[src/rtl/nibble_serial_adder.sv]
// Multi-cycle WIDTH-bit add/subtract engine: one 4-bit adder is stepped over the
// operands LSB nibble first, with the inter-nibble carry held in a register.

module fulladder4 (
  input  logic [3:0] i_a,
  input  logic [3:0] i_b,
  input  logic       i_cin,
  output logic [3:0] o_s,
  output logic       o_cout
);

  logic [4:0] w_sum;

  assign w_sum  = {1'b0, i_a} + {1'b0, i_b} + {4'b0000, i_cin};
  assign o_s    = w_sum[3:0];
  assign o_cout = w_sum[4];

endmodule

module nibble_serial_adder #(
  parameter int WIDTH = 16
) (
  input  logic             clk,
  input  logic             rst_n,
  input  logic             in_valid,
  output logic             in_ready,
  input  logic [WIDTH-1:0] in_a,
  input  logic [WIDTH-1:0] in_b,
  input  logic             in_sub,
  output logic             out_valid,
  input  logic             out_ready,
  output logic [WIDTH-1:0] out_sum,
  output logic             out_cout,
  output logic             out_ovf
);

  localparam int NIB   = WIDTH / 4;
  localparam int IDX_W = $clog2(NIB);
  localparam logic [IDX_W-1:0] LAST_IDX = IDX_W'(NIB - 1);

  typedef enum logic [1:0] {
    S_IDLE = 2'd0,
    S_RUN  = 2'd1,
    S_DONE = 2'd2
  } state_t;

  state_t           r_state;
  logic [WIDTH-1:0] r_a;
  logic [WIDTH-1:0] r_b;
  logic [WIDTH-1:0] r_sum;
  logic             r_carry;
  logic [IDX_W-1:0] r_idx;
  logic             r_in_ready;
  logic             r_out_valid;
  logic             r_cout;
  logic             r_ovf;

  logic [IDX_W+1:0] w_bit_base;
  logic [3:0]       w_a_nib;
  logic [3:0]       w_b_nib;
  logic [3:0]       w_s;
  logic             w_cout4;

  assign w_bit_base = {r_idx, 2'b00};
  assign w_a_nib    = r_a[w_bit_base +: 4];
  assign w_b_nib    = r_b[w_bit_base +: 4];

  fulladder4 u_fa (
    .i_a    (w_a_nib),
    .i_b    (w_b_nib),
    .i_cin  (r_carry),
    .o_s    (w_s),
    .o_cout (w_cout4)
  );

  // Control FSM and datapath; subtract is folded into ~B with carry-in of 1.
  always_ff @(posedge clk) begin
    if (!rst_n) begin
      r_state     <= S_IDLE;
      r_a         <= {WIDTH{1'b0}};
      r_b         <= {WIDTH{1'b0}};
      r_sum       <= {WIDTH{1'b0}};
      r_carry     <= 1'b0;
      r_idx       <= {IDX_W{1'b0}};
      r_in_ready  <= 1'b0;
      r_out_valid <= 1'b0;
      r_cout      <= 1'b0;
      r_ovf       <= 1'b0;
    end else begin
      case (r_state)
        S_IDLE: begin
          r_out_valid <= 1'b0;
          if (in_valid && r_in_ready) begin
            r_a        <= in_a;
            r_b        <= in_sub ? ~in_b : in_b;
            r_carry    <= in_sub;
            r_idx      <= {IDX_W{1'b0}};
            r_in_ready <= 1'b0;
            r_state    <= S_RUN;
          end else begin
            r_in_ready <= 1'b1;
          end
        end
        S_RUN: begin
          r_sum[w_bit_base +: 4] <= w_s;
          r_carry                <= w_cout4;
          if (r_idx == LAST_IDX) begin
            r_cout      <= w_cout4;
            r_ovf       <= (r_a[WIDTH-1] == r_b[WIDTH-1]) && (w_s[3] != r_a[WIDTH-1]);
            r_idx       <= {IDX_W{1'b0}};
            r_out_valid <= 1'b1;
            r_state     <= S_DONE;
          end else begin
            r_idx <= r_idx + 1'b1;
          end
        end
        S_DONE: begin
          if (out_ready) begin
            r_out_valid <= 1'b0;
            r_in_ready  <= 1'b1;
            r_state     <= S_IDLE;
          end else begin
            r_out_valid <= 1'b1;
            r_in_ready  <= 1'b0;
          end
        end
        default: begin
          r_state     <= S_IDLE;
          r_in_ready  <= 1'b0;
          r_out_valid <= 1'b0;
        end
      endcase
    end
  end

  assign in_ready  = r_in_ready;
  assign out_valid = r_out_valid;
  assign out_sum   = r_sum;
  assign out_cout  = r_cout;
  assign out_ovf   = r_ovf;

endmodule

[config.mk]
export PLATFORM = sky130hd
export DESIGN_NAME = nibble_serial_adder
export DESIGN_NICKNAME = d
export VERILOG_FILES = /design/src/rtl/nibble_serial_adder.sv
export SDC_FILE = /design/constraint.sdc
export NUM_CORES = 1
export LEC_CHECK = 0
export ABC_CLOCK_PERIOD_IN_PS = 8200
export CAP_MARGIN = 5
export CELL_PAD_IN_SITES_DETAIL_PLACEMENT = 0
export CELL_PAD_IN_SITES_GLOBAL_PLACEMENT = 2
export CORE_ASPECT_RATIO = 0.9
export CORE_MARGIN = 1.5
export CORE_UTILIZATION = 33
export DETAILED_ROUTE_END_ITERATION = 16
export PLACE_DENSITY = 0.92
export SLEW_MARGIN = 20
export SYNTH_ARGS = -nofsm -noshare
export SYNTH_HDL_FRONTEND = slang
export SYNTH_SLANG_ARGS = --single-unit
[constraint.sdc]
create_clock -name clk -period 8.2 [get_ports clk]
set_input_delay 0.82 -clock clk [delete_from_list [all_inputs] [get_ports clk]]
set_output_delay 0.82 -clock clk [all_outputs]
set_load 0.05 [all_outputs]
==> reports/qor.yml <==
diodes: 0
async_reset_ff_share_pct: 0
netlist_instances: 299
slew_viol_final: 0
netlist_area_mm2: 0.00279
ys_types: 49
worstPathMaxFanout: 17
dp_hpwl_um: 4320
cts_hold_buf: 0
worstPathRequired_ps: 8380
die_w_um: 99.9
hold_violations: 0
num_rows: 31
yosysSeqAreaShare_pct: 40.9
root_buffer: "clkbuf_8"
rsz0062_at_grt: "no"
utilization_pct: 44.3
grt_pass1_vias: 2073
outcome: "completed"
fill_cells: 811
slew_headroom_pct: 36.5
vias: 2231
pin_count: 57
syn_area_per_cell_um2: 9.33
start_util_pct: 34.4
fmax_ghz: 0.334
arrival_ps: 3180
clock-sinks: 57
antenna_left: 0
cp-end-kind: "flip-flop"
ys.flop_type: "dfxtp_1"
yosysWarnings: 0
final_cell_mix: "57 x dfxtp_1, 56 x clkdlybuf4s50_1, 43 x nand2_1"
synth.net_count: 350
area_growth_pct: 28.8
port_buffers: 56
globalplace.congestion: 0.751
ir_worst_vdd_mv: 0.0915
synth_edf_count: 0
grt_pass1_wl_um: 10100
die_h_um: 90.2
drt-pass1-iter-count: 5
ys_seq_elements: 57
setup_viol: 0
wl_um: 6050
post-route-drc-count: 0
tritoncts: "done"
p_total_uw: 711
critPathKind: "flip-flop to flip-flop"
yosysTopAreaCellShare_pct: 40.9
cp-start-kind: "flip-flop"
worst_clock_skew_ps: 7.21
grt_max_degree: 56
fin_crit_sh_pct: 36.6
worst_slew_pin_slew_ps: 952
post_cts_buffers: 0
drive_above_1_share_pct: 8.26
p_leak_nw: 1.28
final_common_cell: "dfxtp_1"
fin_nets: 398
overflow: 0
cts.clk_slew.worst_paths_ps: 60
cts_resized: 0
drt_iter0_drc: 67
yosys.area.top_type: "dfxtp_1"
hp-class: "flip-flop to flip-flop"
pwr_density_cell_mw_per_mm2: 198
dieArea_mm2: 0.00901
cts_buffer_depth: 2
tns_ps: 0
synthTopCellsByArea: "dfxtp_1 41%, nand2_1 5.8%, ha_1 5.4%"
post-route-min-period_ps: 3000
cap_viol_max_count: 0
via_per_inst: 4.96
antenna_found_initial: 0
timing.hold.ws_ps: 452
core-area_mm2: 0.00811
avgRoutedWirePerCell_um: 13.4
worstSkewPairLatency_ps: 330
htreeDepth: 3
cts_buffers: 9
grt.total_usage_pct: 14.2
## logic make-up after synthesis
| logic type | Yosys count | share of synthesized area [%] |
|---|---|---|
| simple gates | 98 | 15.8 |
| compound gates | 68 | 16.9 |
| flops | 57 | 40.9 |
| buf+inv | 33 | 5.92 |
| xor+xnor | 18 | 5.65 |
| fa+ha+maj | 14 | 6.82 |
| mux | 11 | 7.99 |
## synthesized netlist by cell type (5+ instances only)
master / count
a211oi_1: 16
a21oi_1: 24
a2bb2oi_1: 9
buf_2: 6
clkbuf_1: 5
dfxtp_1: 57
ha_1: 12
inv_1: 12
mux4_2: 5
nand2_1: 43
nand3_1: 6
nor2_1: 32
xnor2_1: 16
## per-layer routing
metal  GRT usage (%)  share of wire, %
met5               0                 0
met4            4.23               1.2
met3            4.51               4.8
met2            22.1                44
met1            18.7                50
## path summary, 6_finish.rpt
| check | from | endpoint | slack, ps | cells past startpoint |
|---|---|---|---|---|
| hold reg to reg | out_sum[1]$_SDFFE_PN0P_ | out_sum[1]$_SDFFE_PN0P_ | 450 | 2 |
| setup / recovery | r_idx[0]$_SDFFE_PN0P_ | out_sum[2]$_SDFFE_PN0P_ | 5200 | 8 |
| hold / removal | out_sum[1]$_SDFFE_PN0P_ | out_sum[1]$_SDFFE_PN0P_ | 450 | 2 |
| setup reg to reg | r_idx[0]$_SDFFE_PN0P_ | out_sum[2]$_SDFFE_PN0P_ | 5200 | 8 |
## final cells by class
class	instances	area, um2	area share (%)
clock buffers	11	151	4.21
clock inverters	4	76.3	2.12
inverters	13	48.8	1.36
multi-input cells	209	1480	41.3
flip-flops and latches	57	1140	31.8
well taps	99	124	3.45
repair buffers	57	568	15.8
## worst max-delay path: stages, from the launching register on
cell and delay, ps:
dfxtp_1 860, mux4_1 680, fa_1 440, inv_1 80, fa_1 190, xor2_1 310, inv_1 70, a22oi_1 160
nor2_1 60
## registers in the layout, indices dropped and copies added (netlist names)
signal	flops
r_state	2
r_carry	1
out_valid	1
r_idx	2
r_a	16
out_ovf	1
out_cout	1
out_sum	16
in_ready	1
r_b	16
## per-stage QoR
stage          setup slack [ps]  area [um2]  std cells
6_report                   5200        3590        450
5_1_grt                    4980        3590        450
4_1_cts                    5160        3590        450
3_5_place_dp               5160        3360        435
3_3_place_gp               5210        3360        435
2_1_floorplan              5570        2790        299
## power by group
group	total (mW)	internal, mW	switching (mW)	leakage, nW
sequential	0.302	0.292	0.00984	0.464
combinational	0.110	0.0529	0.0568	0.706
clock	0.299	0.186	0.113	0.112
total	0.711	0.532	0.179	1.28
Note: power is estimated with default switching activity, not from simulation.
